**src/rtl/fire_pkg.sv**
```systemverilog
// Shared definitions for the fire alarm board: temperature type, scan FSM
// state encoding and the board-wide default alarm constants.
package fire_pkg;

  // Unsigned temperature in 0.1 degC units.
  typedef logic [15:0] temp_t;

  // Scan controller states.
  typedef enum logic [1:0] {
    ST_IDLE = 2'd0,
    ST_WAIT = 2'd1,
    ST_EVAL = 2'd2
  } scan_state_t;

  // Board defaults, also used by the mainboard firmware.
  localparam int DEF_THRESHOLD   = 500;   // 50.0 degC
  localparam int DEF_HYSTERESIS  = 20;    // 2.0 degC clear band
  localparam int DEF_SCAN_PERIOD = 1000;  // cycles between scan starts

  function automatic temp_t max_temp(input temp_t a, input temp_t b);
    return (a > b) ? a : b;
  endfunction

endpackage

```
**src/rtl/fire_zone_tracker.sv**
```systemverilog
// Per-zone alarm state: consecutive-hot counter, latched alarm, pending
// operator acknowledge and the most recent valid reading.
module fire_zone_tracker
  import fire_pkg::*;
#(
  parameter int THRESHOLD       = DEF_THRESHOLD,
  parameter int HYSTERESIS      = DEF_HYSTERESIS,
  parameter int CONFIRM_SAMPLES = 3
) (
  input  logic  clk,
  input  logic  reset,
  input  logic  eval_en,    // this zone is in its EVAL cycle
  input  logic  sample_ok,  // a reading was captured (not a timeout)
  input  temp_t sample,
  input  logic  ack,
  output logic  alarm_zone,
  output temp_t last_temp
);

  localparam int CW = $clog2(CONFIRM_SAMPLES + 1);
  localparam temp_t HOT_LEVEL  = temp_t'(THRESHOLD);
  localparam temp_t COOL_LEVEL = temp_t'(THRESHOLD - HYSTERESIS);
  localparam logic [CW-1:0] CNT_MAX = CW'(CONFIRM_SAMPLES);

  logic [CW-1:0] hot_cnt;
  logic [CW-1:0] cnt_next;
  logic          ack_pending;
  logic          pend_next;
  logic          hot;
  logic          cool;
  logic          confirm;

  // Next counter value for the current reading; ack is folded in before the
  // EVAL decision so a same-cycle ack already counts.
  always_comb begin
    hot      = (sample >= HOT_LEVEL);
    cool     = (sample < COOL_LEVEL);
    cnt_next = hot_cnt;
    if (hot) begin
      if (hot_cnt != CNT_MAX) cnt_next = hot_cnt + 1'b1;
    end else if (cool) begin
      cnt_next = '0;
    end
    // Only a hot reading confirms; a saturated counter held by an in-band
    // reading must not cancel a pending acknowledge.
    confirm   = hot && (cnt_next == CNT_MAX);
    pend_next = ack_pending | (ack & alarm_zone);
  end

  // Zone state update: ack arms the cool-down clear, EVAL applies the reading.
  always_ff @(posedge clk) begin
    if (reset) begin
      hot_cnt     <= '0;
      alarm_zone  <= 1'b0;
      ack_pending <= 1'b0;
      last_temp   <= '0;
    end else begin
      ack_pending <= pend_next;
      if (eval_en && sample_ok) begin
        last_temp <= sample;
        hot_cnt   <= cnt_next;
        if (confirm) begin
          alarm_zone  <= 1'b1;
          ack_pending <= 1'b0;
        end else if (cool && pend_next) begin
          alarm_zone  <= 1'b0;
          ack_pending <= 1'b0;
        end
      end
    end
  end

endmodule

```
**src/rtl/fire_zone_scan_ctrl.sv**
```systemverilog
// Round-robin scan controller for the multi-zone fire alarm board.
// Polls each zone through one sample_req/sample_valid handshake, feeds the
// per-zone trackers and drives the board alarm and panel display.
//
// Handshake: sample_req is high for exactly the WAIT state of a zone and
// sample_zone is stable while it is high; a reading is taken on the first
// clock edge where sample_req=1 and sample_valid=1, after which sample_req
// drops on the next cycle. sample_valid without sample_req is ignored.
//
// Build option FIRE_SILENCE_TIMER_EN: ack also silences the board alarm for
// SILENCE_CYCLES cycles unless a new zone latches during the window.
module fire_zone_scan_ctrl
  import fire_pkg::*;
#(
  parameter int NUM_ZONES       = 4,
  parameter int THRESHOLD       = DEF_THRESHOLD,
  parameter int HYSTERESIS      = DEF_HYSTERESIS,
  parameter int CONFIRM_SAMPLES = 3,
  parameter int SCAN_PERIOD     = DEF_SCAN_PERIOD,
  parameter int TIMEOUT_CYCLES  = 64,
  parameter int SILENCE_CYCLES  = 50000,
  localparam int ZW = $clog2(NUM_ZONES)
) (
  input  logic                 clk,
  input  logic                 reset,
  output logic                 sample_req,
  output logic [ZW-1:0]        sample_zone,
  input  logic                 sample_valid,
  input  logic [15:0]          sample_data,
  input  logic                 ack,
  output logic                 alarm,
  output logic [NUM_ZONES-1:0] alarm_zone,
  output logic [NUM_ZONES-1:0] fault_zone,
  output logic [15:0]          display
);

  localparam int TW = $clog2(SCAN_PERIOD + 1);
  localparam int WW = $clog2(TIMEOUT_CYCLES + 1);
  localparam logic [TW-1:0] TIMER_RELOAD = TW'(SCAN_PERIOD - 1);
  localparam logic [WW-1:0] WAIT_LAST    = WW'(TIMEOUT_CYCLES - 1);
  localparam logic [ZW-1:0] ZONE_LAST    = ZW'(NUM_ZONES - 1);

  // The clear band must sit at or above zero; the silence window must exist.
  if (THRESHOLD < HYSTERESIS || SILENCE_CYCLES < 1) begin : g_param_check
    $error("fire_zone_scan_ctrl: illegal THRESHOLD/HYSTERESIS/SILENCE_CYCLES");
  end

  scan_state_t   state;
  logic [TW-1:0] scan_timer;
  logic [WW-1:0] wait_cnt;
  logic [ZW-1:0] zone;
  temp_t         sample_q;
  logic          sample_ok;
  logic          eval_done;
  temp_t         last_temp [NUM_ZONES];
  temp_t         disp_next;
  logic          alarm_next;

  assign sample_req  = (state == ST_WAIT);
  assign sample_zone = zone;

  // Scan sequencer: period timer, zone walk, capture and timeout handling.
  always_ff @(posedge clk) begin
    if (reset) begin
      state      <= ST_IDLE;
      scan_timer <= '0;
      wait_cnt   <= '0;
      zone       <= '0;
      sample_q   <= '0;
      sample_ok  <= 1'b0;
      fault_zone <= '0;
      eval_done  <= 1'b0;
    end else begin
      eval_done <= (state == ST_EVAL);
      // The period timer runs through the scan; an overrun parks it at zero.
      if (scan_timer != '0) scan_timer <= scan_timer - 1'b1;
      case (state)
        ST_IDLE: begin
          if (scan_timer == '0) begin
            scan_timer <= TIMER_RELOAD;
            zone       <= '0;
            wait_cnt   <= '0;
            state      <= ST_WAIT;
          end
        end
        ST_WAIT: begin
          if (sample_valid) begin
            sample_q  <= sample_data;
            sample_ok <= 1'b1;
            state     <= ST_EVAL;
          end else if (wait_cnt == WAIT_LAST) begin
            fault_zone[zone] <= 1'b1;
            sample_ok        <= 1'b0;
            state            <= ST_EVAL;
          end else begin
            wait_cnt <= wait_cnt + 1'b1;
          end
        end
        ST_EVAL: begin
          if (sample_ok) fault_zone[zone] <= 1'b0;
          if (zone == ZONE_LAST) begin
            state <= ST_IDLE;
          end else begin
            zone     <= zone + 1'b1;
            wait_cnt <= '0;
            state    <= ST_WAIT;
          end
        end
        default: state <= ST_IDLE;
      endcase
    end
  end

  for (genvar i = 0; i < NUM_ZONES; i++) begin : g_zone
    fire_zone_tracker #(
      .THRESHOLD      (THRESHOLD),
      .HYSTERESIS     (HYSTERESIS),
      .CONFIRM_SAMPLES(CONFIRM_SAMPLES)
    ) u_tracker (
      .clk       (clk),
      .reset     (reset),
      .eval_en   ((state == ST_EVAL) && (zone == ZW'(i))),
      .sample_ok (sample_ok),
      .sample    (sample_q),
      .ack       (ack),
      .alarm_zone(alarm_zone[i]),
      .last_temp (last_temp[i])
    );
  end

  // Panel value: lowest-index alarmed zone wins, else the hottest zone.
  always_comb begin
    temp_t pick;
    temp_t hottest;
    logic  any;
    pick    = '0;
    hottest = '0;
    any     = 1'b0;
    for (int i = NUM_ZONES - 1; i >= 0; i--) begin
      if (alarm_zone[i]) begin
        pick = last_temp[i];
        any  = 1'b1;
      end
      hottest = max_temp(hottest, last_temp[i]);
    end
    disp_next = any ? pick : hottest;
  end

`ifdef FIRE_SILENCE_TIMER_EN
  localparam int SW = $clog2(SILENCE_CYCLES + 1);
  logic [SW-1:0]        silence_cnt;
  logic [NUM_ZONES-1:0] alarm_zone_q;
  logic                 new_latch;

  assign new_latch  = |(alarm_zone & ~alarm_zone_q);
  assign alarm_next = (|alarm_zone) && (new_latch || (!ack && silence_cnt == '0));

  // Silence window: loaded by ack, cut short by any newly latched zone.
  always_ff @(posedge clk) begin
    if (reset) begin
      silence_cnt  <= '0;
      alarm_zone_q <= '0;
    end else begin
      alarm_zone_q <= alarm_zone;
      if (new_latch)               silence_cnt <= '0;
      else if (ack)                silence_cnt <= SW'(SILENCE_CYCLES);
      else if (silence_cnt != '0)  silence_cnt <= silence_cnt - 1'b1;
    end
  end
`else
  assign alarm_next = |alarm_zone;
`endif

  // Board outputs: alarm follows the zone latches one cycle later, display
  // refreshes the cycle after every EVAL.
  always_ff @(posedge clk) begin
    if (reset) begin
      alarm   <= 1'b0;
      display <= '0;
    end else begin
      alarm <= alarm_next;
      if (eval_done) display <= disp_next;
    end
  end

endmodule

```
**config.mk**
```make
export PLATFORM = sky130hd
export DESIGN_NAME = fire_zone_scan_ctrl
export DESIGN_NICKNAME = d
export VERILOG_FILES = /design/src/rtl/fire_pkg.sv /design/src/rtl/fire_zone_tracker.sv /design/src/rtl/fire_zone_scan_ctrl.sv
export SDC_FILE = /design/constraint.sdc
export NUM_CORES = 1
export LEC_CHECK = 0
export BUFFER_PORTS_ARGS = -buffer_cell sky130_fd_sc_hd__clkbuf_2
export CORE_MARGIN = 2
export CORE_UTILIZATION = 35
export CTS_BUF_LIST = sky130_fd_sc_hd__clkbuf_16
export DETAILED_ROUTE_END_ITERATION = 7
export PLACE_DENSITY = 0.54
export SLEW_MARGIN = 25
export SYNTH_ARGS = -nofsm -noshare
export SYNTH_HDL_FRONTEND = slang
export SYNTH_SLANG_ARGS = --single-unit
```
**constraint.sdc**
```tcl
create_clock -name clk -period 6.8 [get_ports clk]
set_input_delay 1.36 -clock clk [delete_from_list [all_inputs] [get_ports clk]]
set_output_delay 1.36 -clock clk [all_outputs]
set_load 0.02 [all_outputs]
```
==> metrics, run 1 <==
WP depth 26; layout cells sized above 1 0.100; WHS Path Cells 2; fmax 162 MHz; largest cells by area after synthesis dfxtp_1, nand2_1, a21oi_1; met3 wire length between 900 and 1000 um; type of origin of the critical path register; CP arrival 6.46 ns; Max-slew headroom 0.311; CTS max path bufs 2; RSZ-0062 raised after global routing false; #FFs+latches synth between 100 and 150; first-pass GRT wire length 37200 um; top post-synthesis cells by count nand2_1, a21oi_1, dfxtp_1; clk slew on worst S/H paths 0.06 ns; Pre-antenna DRT Iters 7; initial antenna violation count 0; final setup fails 0; metal2 WL 9280 um; dpl cell area 8320 sq um; FFs w/ async S/R, synth 0; row count 55; Net count, final ~1200; design area about 8900 sq um; mean post-synth cell area between 7 and 8 sq um; Power Total 0.00221 W; Post-synth EDFFs 0; Worst Setup End Kind register; final antenna-violating net count 0; ys flop type dfxtp_1; Critical Path RT 7.10 ns; I/O pin cnt 48; CTS HTree Levels 4; post-synth top area share 0.352; mapped cell area 7960 sq um; post-DP HPWL between 15000 and 20000 um; clock latency at the later pin of the worst-skew pair 0.42 ns; status complete, no violations; Root Buffer clkbuf_16; Slowest-stage cell, CP a2bb2oi_2; CP Class reg -> reg; most common cell in the synthesized netlist nand2_1; Routability Congestion just under 0.9; core region area 22500 sq um; Max Used Layer met4; DRT met1 WL 12300 um; total grt overflow 0; Initial Util 0.354; sequential fraction of the synthesis area 0.352; post-synth cell types 51; pin count of the biggest net entering global routing 78; TritonCTS clock tree done; Tcrit/Tclk final 0.906; final wirelength between 20000 and 25000 um; Initial DRC Count 608; MaxCap Viol Count 0; Tightest Pin Transition 1.03 ns; Die X 155 um; Post-Syn Nets 1163; Hold Path Class reg -> reg; yosys synthesis warning count 0; CP top delay family compound AO/OA/AOI/OAI gates; DRC 0; cts bufs inserted 17; vias in the first global route between 6000 and 7000; Setup TNS Final 0 ns; Die Y-Extent 155 um; Leakage 3.24 nW; port buffer count 47; total track usage 0.194; Worst Path Buf+Inv 3; crit-path max FO 46; worst r2r path cells 26; die area between 20000 and 25000 sq um; Synth Instances 1088; worst vdd ir 0.000237 V; power density over cell area 248 nW/um^2; drt wl/cell 16.4 um; Final Skew 0.0123 ns; Max Slew Vio Count 0; n_diodes 0; min cycle time layout just over 6 ns; Vias 7419; count of final hold-check violations 0; area leader, netlist dfxtp_1; vias per cell between 5 and 6; clock sink count 140; Layout area overhead 12.0%; slowest cell delay on critical path 0.53 ns
-- worst reg2reg max path, stage by stage (launching register included) --
cell and delay (ns):
dfxtp_1 0.35, inv_1 0.07, ha_1 0.31, nand4_1 0.12
or3_1 0.43, or3_1 0.39, o31a_1 0.14, buf_12 0.18
nand2_1 0.09, o21ai_0 0.09, ha_1 0.35, nand4b_1 0.11
a31oi_1 0.21, a211oi_1 0.08, nor3_1 0.19, a2bb2oi_2 0.53
buf_4 0.24, o211a_1 0.22, nor2_1 0.07, ha_1 0.21
a211oi_1 0.22, o21ai_0 0.15, a221oi_1 0.43, mux2i_1 0.16
and2_1 0.41, o211ai_1 0.19, o21ai_0 0.10
-- final timing paths --
check,endpoint,slack (ns),start
worst min-delay path,wait_cnt[6],0.47,wait_cnt[6]
worst max register to register,display[0],0.64,g_zone[2].u_tracker.last_temp[15]
worst max-delay path,display[0],0.64,g_zone[2].u_tracker.last_temp[15]
worst min register to register,wait_cnt[6],0.47,wait_cnt[6]
-- cell usage in the layout (no fill, tap or decap), types with 4 or more instances in the layout --
cell type  instances
xor2_1             4
o211a_1           15
a311oi_1          19
a21oi_1          173
inv_1             55
clkinv_4           4
o21ai_0           68
nand4_1           16
o31ai_2           15
mux2i_1            4
and2_1             6
nor2b_1            5
dfxtp_1          140
o21bai_1           4
a21o_1             4
clkbuf_2          46
clkbuf_16         17
a22oi_1           18
a211oi_1           8
nand2_1          256
ha_1              55
nor3_1            16
o31ai_1            4
nor2_1            77
nand3_1            9
inv_6              6
buf_4             11
o211ai_1           4
-- final cells by class --
cell class / count / area, sq um
multi-input cells: 817 / 4630
inverters: 53 / 199
fillers: 2395 / 13600
well taps: 285 / 357
flip-flops and latches: 140 / 2800
clock inverters: 15 / 163
repair buffers: 58 / 333
clock buffers: 17 / 425
-- what timing repair did --
item,4_1_cts,5_1_grt
buffers inserted,0,0
setup endpoints to repair,0,16
resized for setup,0,1
hold buffers,0,0
-- per-layer routing --
metal	vias up	track usage
met1	3480	0.300
met3	6	0.0350
li1	3772	-
met4	0	0.0335
met5	-	0
met2	161	0.281
-- logic make-up (layout without fill, tap and decap cells) --
logic type / Yosys count / in the layout / share of synthesized area
compound gates: 345 / 345 / 0.266
xor+xnor: 5 / 5 / 0.00550
fa+ha+maj: 55 / 55 / 0.0865
buf+inv: 131 / 143 / 0.0675
flops: 140 / 140 / 0.352
mux: 7 / 7 / 0.00928
simple gates: 405 / 405 / 0.213
-- metrics by stage --
stage,worst slack [ns],instances,util,hold WS (ns)
after floorplan,1.07,1088,-,0.435
after global placement,0.519,1353,0.369,0.450
after detailed placement,0.461,1353,0.370,0.461
after CTS,0.422,1385,0.396,0.470
after global routing,0.117,1385,0.396,0.485
final,0.642,1385,0.396,0.465
-- sequential cells by signal, indices dropped and copies added (netlist names), named ones only --
register	count
g_zone.u_tracker.last_temp	64
display	16
sample_q	16
scan_timer	10
g_zone.u_tracker.hot_cnt	8
wait_cnt	7
g_zone.u_tracker.ack_pending	4
g_zone.u_tracker.alarm_zone	4
sample_zone	2
state	2
alarm	1
eval_done	1
sample_ok	1
-- where the power goes --
part	total [W]	switching, W	internal (W)
sequential	0.000926	0.0000566	0.000869
clock	0.000939	0.000392	0.000547
combinational	0.000342	0.000215	0.000127
total	0.00221	0.000664	0.00154
Note: power is estimated with default switching activity, not from simulation.
==> run 2, diff against run 1 <==
--- a/config.mk
+++ b/config.mk
@@ -8,2 +8,3 @@
 export BUFFER_PORTS_ARGS = -buffer_cell sky130_fd_sc_hd__clkbuf_2
+export CAP_MARGIN = 20
 export CORE_MARGIN = 2
==> constraint.sdc (replaced) <==
create_clock -name clk -period 6.8 [get_ports clk]
set_input_delay 0 -clock clk [delete_from_list [all_inputs] [get_ports clk]]
set_output_delay 0 -clock clk [all_outputs]
set_load 0.02 [all_outputs]
==> run 2 against run 1 <==
Compared with the run above:
- clock skew fell by 0.0017 ns
- final area grew 1.9%
- setup slack lost 0.12 ns
- critical endpoint unchanged
- critical path depth up 1
- combinational power grew 3%
- sequential power hardly changed
- maximum frequency decreased by 1.8%
==> metrics, run 2 (synthesis gave the netlist of run 1 again) <==
Post-CTS Setup Inserts 0; Post-Place Cells 1353; Slowest-stage cell, CP a2bb2oi_2; Max Slew Vio Count 0; worst setup margin approximately 0.53 ns; crit-path max FO 24; port buffer count 47; cell mode on critical path o21ai_0; Vias 7392; Tcrit/Tclk final 0.923; total track usage 0.195; Tightest Pin Transition 1.07 ns; Die Y-Extent approximately 150 um; CTS max path bufs 2; initial antenna violation count 0; final wirelength 22800 um; Net Switching about 0.00066 W; status complete, no violations; n_diodes 0; Non-Filler Instances approximately 1400; power density over cell area between 200 and 250 nW/um^2; Layout area overhead 14.1%; core region area about 23000 sq um; pin count of the biggest net entering global routing 86; slowest cell delay on critical path 0.59 ns; Setup TNS Final 0 ns; Biggest register g_zone.u_tracker.last_temp; vias per cell 5.28; Hold Path Class in -> reg; commonest non-fill, non-tap cell in the layout nand2_1; drt wl/cell 16.3 um; commonest non-fill, non-tap cells in the layout nand2_1, a21oi_1, dfxtp_1; min cycle time layout 6.27 ns; TritonCTS clock tree done; final antenna-violating net count 0; Initial DRC Count 580; type of origin of the critical path register; CTS HTree Levels 4; I/O pin cnt 48; first-pass GRT wire length 37000 um; design area 9080 sq um; Root Buffer clkbuf_16; row count 55; cts bufs inserted 17; Net count, final 1180; Leakage around 3.3 nW; layout cells sized above 1 0.0977; die area ~24000 sq um; total grt overflow 0; fmax 159 MHz; final setup fails 0; clock latency at the later pin of the worst-skew pair 0.43 ns; vias in the first global route 6637; count of final hold-check violations 0; CP arrival 6.58 ns; worst vdd ir 0.000222 V; combinational fraction of design power 0.157; Die X approximately 150 um; max reg flops 64; P_int 0.00158 W; post-DP HPWL approximately 16000 um; DRC 0; Pre-antenna DRT Iters 5; Clock power frac 0.431; clk slew on worst S/H paths 0.06 ns; Worst Setup End Kind register; MaxCap Viol Count 0; clock sink count between 100 and 150; CP Class reg -> reg; Power Total around 0.0022 W; top flop regs g_zone.u_tracker.last_temp (64), display (16), sample_q (16); Max-slew headroom 0.283; Critical Path RT 7.11 ns; Final Skew 0.0106 ns; RSZ-0062 raised after global routing false; worst slack, placed 0.422 ns; Routability Congestion slightly below 0.9; sw frac 0.296; dpl cell area 8310 sq um; Initial Util 0.354; Sequential Power Share 0.412
==> run 2: cell count changes in the layout (fill, tap and decap cells not counted), sizes merged <==
cell / before / now
inv: 61 / 56
bufinv: 2 / 3
clkinvlp: 1 / 2
dlygate4sd3: 0 / 18
clkinv: 4 / 5
==> run 2: worst max-delay path: cells and delay by family, from the launching register on <==
family,cells,cell delay [ns]
flops,1,0.37
compound gates,11,2.32
fa+ha+maj,3,0.87
buf+inv,4,0.75
simple gates,9,1.82
==> run 2: timing repair <==
item,4_1_cts,5_1_grt
hold buffers,18,0
resized for setup,0,1
setup endpoints to repair,0,16
endpoints found under the hold margin,21,0
==> run 2: final cells by class <==
class                           count  area (sq um)
Timing Repair Buffer               76           500
Fill cell                        2341         13400
Tap cell                          285           357
Sequential cell                   140          2800
Inverter                           53           199
Multi-Input combinational cell    817          4630
Clock inverter                     13           168
Clock buffer                       17           425
==> run 2: worst paths after layout <==
kind	cells after the start	endpoint	startpoint	slack (ns)
worst max-delay path	27	display[0]	g_zone[2].u_tracker.last_temp[15]	0.53
worst min-delay path	2	scan_timer[3]	reset	0.17
worst max register to register	27	display[0]	g_zone[2].u_tracker.last_temp[15]	0.53
worst min register to register	2	wait_cnt[6]	wait_cnt[6]	0.46
==> run 2: metrics by stage <==
step                      hold slack [ns]   util
after floorplan                     0.136      -
after CTS                           0.186  0.403
after global routing                0.206  0.403
after global placement              0.234  0.369
after detailed placement            0.232  0.369
final                               0.168  0.403
==> run 2: per-layer routing <==
metal  share of wire  track usage
met5               0            0
met2            0.40        0.274
met4           0.011       0.0481
met1            0.53        0.298
met3           0.051       0.0409
==> run 2: power by group through the flow <==
stage                     logic (W)  registers, W  clock network (W)
final                      0.000352      0.000925           0.000965
after global routing       0.000398      0.000931            0.00102
after CTS                  0.000354      0.000924           0.000984
after detailed placement   0.000346      0.000942                  0
after global placement     0.000341      0.000942                  0
after floorplan            0.000273      0.000928                  0
==> run 3, diff against run 2 <==
CORE_MARGIN = default   (was 2)
==> run 3 against run 2 <==
Compared with the run above:
- the flow now finishes with violations (design-rule violations)
- die area fell by 2.6%
- power fell by 1.1%
- sequential share of layout area barely moved
- combinational power barely moved
- final area fell by 0.12%
- largest cell class unchanged
==> metrics, run 3 (synthesis gave the netlist of run 1 again) <==
status complete, but fails checks; violated checks design-rule violations; Tightest Pin Transition 1.08 ns; layout cells sized above 1 0.0975; Net Switching 0.000668 W; clk slew on worst S/H paths 0.06 ns; Layout area overhead 14.0%; CP arrival 6.29 ns; max reg flops 64; crit-path max FO 46; initial antenna violation count 0; commonest non-fill, non-tap cell in the layout nand2_1; RSZ-0062 raised after global routing false; fillers 2316; Hold Path Class in -> reg; P_int 0.00155 W; port buffer count 47; total grt overflow 0; Post-CTS Setup Inserts 0; Pre-antenna DRT Iters 8; clock sink count 140; worst hold margin 0.110 ns; worst vdd ir 0.000172 V; final antenna-violating net count 0; CTS HTree Levels 4; I/O pin cnt 48; Routability Congestion 0.866; cts bufs inserted 17; Worst Setup End Kind register; dpl cell area about 8300 sq um; combinational fraction of design power 0.158; sw frac 0.302; Leakage 3.30 nW; count of final hold-check violations 0; Net count, final 1180; fmax 167 MHz; top flop regs g_zone.u_tracker.last_temp (64), display (16), sample_q (16); Initial DRC Count 695; Vias 7477; Clock power frac 0.425; commonest non-fill, non-tap cells in the layout nand2_1, a21oi_1, dfxtp_1; Max-slew headroom 0.282; Sequential Power Share 0.417; die area 23300 sq um; design area 9070 sq um; final wirelength 22600 um; Max Slew Vio Count 0; Initial Util 0.361; Die Y-Extent 153 um; Critical Path RT 7.10 ns; first-pass GRT wire length approximately 37000 um; core region area between 20000 and 25000 sq um; drt wl/cell ~16 um; Tcrit/Tclk final 0.881; worst slack, placed 0.879 ns; final setup fails 0; Die X ~150 um; Biggest register g_zone.u_tracker.last_temp; TritonCTS clock tree done; vias in the first global route 6774; row count 54; post-DP HPWL 15900 um; worst setup margin 0.807 ns; Setup TNS Final 0 ns; n_diodes 0; vias per cell 5.35; worst r2r path cells 27; MaxCap Viol Count 0; type of origin of the critical path register; CTS max path bufs 2; DRC 3; min cycle time layout 5.99 ns; power density over cell area 245 nW/um^2; WHS Path Cells 2; clock latency at the later pin of the worst-skew pair 0.43 ns; Root Buffer clkbuf_16; total track usage 0.199; final core occ 0.412; CP Class reg -> reg; Final Skew 0.00917 ns; pin count of the biggest net entering global routing 70
## run 3: cell count changes in the layout (fill, tap and decap cells not counted)
cell,change
and2_0,+1
inv_6,+1
clkinv_1,+1
clkinv_4,-3
clkinvlp_4,+3
clkinv_2,-2
and2_1,-1
bufinv_16,-1
inv_1,+1
inv_8,+2
## run 3: worst paths after layout
path                                                        start     endpoint  slack (ns)
worst max-delay path            g_zone[2].u_tracker.last_temp[13]  display[10]        0.81
worst min-delay path                                        reset    sample_ok        0.11
worst max register to register  g_zone[2].u_tracker.last_temp[13]  display[10]        0.81
worst min register to register                        wait_cnt[6]  wait_cnt[6]        0.47
## run 3: critical path, stage by stage, from the launching register on
cell	delay (ns)
dfxtp_1	0.35
inv_1	0.09
ha_1	0.32
nand4_1	0.12
or3_1	0.44
or3_1	0.39
o31a_1	0.11
buf_4	0.26
nand2_1	0.15
o21ai_0	0.10
ha_1	0.34
nand4b_1	0.10
a31oi_1	0.21
a211oi_1	0.08
nor3_1	0.19
a2bb2oi_2	0.17
buf_4	0.23
o211a_1	0.22
nor2_1	0.07
ha_1	0.31
a211oi_1	0.22
o21ai_0	0.15
a221oi_1	0.37
nand4bb_1	0.16
and2_0	0.33
buf_4	0.26
nand2_1	0.08
o31ai_2	0.06
## run 3: timing repair
item	in CTS	in global routing
hold endpoints to repair	21	0
hold buffers	18	0
gates resized for setup	0	0
## run 3: routing by layer
metal / share of wire / vias to the layer above / global-route usage
met5: 0 / - / 0
met4: 0.015 / 0 / 0.0616
met1: 0.52 / 3424 / 0.300
li1: - / 3812 / -
met2: 0.40 / 217 / 0.282
met3: 0.063 / 24 / 0.0370
## run 3: per-stage QoR
step           cells  total power, W
6_report        1398         0.00222
5_1_grt         1398         0.00233
4_1_cts         1398         0.00223
3_5_place_dp    1348         0.00128
3_3_place_gp    1348         0.00128
2_1_floorplan   1088         0.00120
## run 3: cell type report
| cell class | instances | area (sq um) | share of cell area |
|---|---|---|---|
| clock buffer | 17 | 425 | 0.0469 |
| clock inverter | 15 | 163 | 0.0179 |
| tap | 280 | 350 | 0.0386 |
| multi-input combinational | 817 | 4630 | 0.510 |
| inverter | 53 | 199 | 0.0219 |
| timing repair buffer | 76 | 500 | 0.0552 |
| sequential | 140 | 2800 | 0.309 |
## run 3: power groups by stage
stage | clock network (W) | logic, W | registers [W]
after floorplan | 0 | 0.000273 | 0.000928
after global placement | 0 | 0.000340 | 0.000942
after detailed placement | 0 | 0.000341 | 0.000942
after CTS | 0.000958 | 0.000351 | 0.000924
after global routing | 0.000997 | 0.000396 | 0.000933
final | 0.000942 | 0.000351 | 0.000924
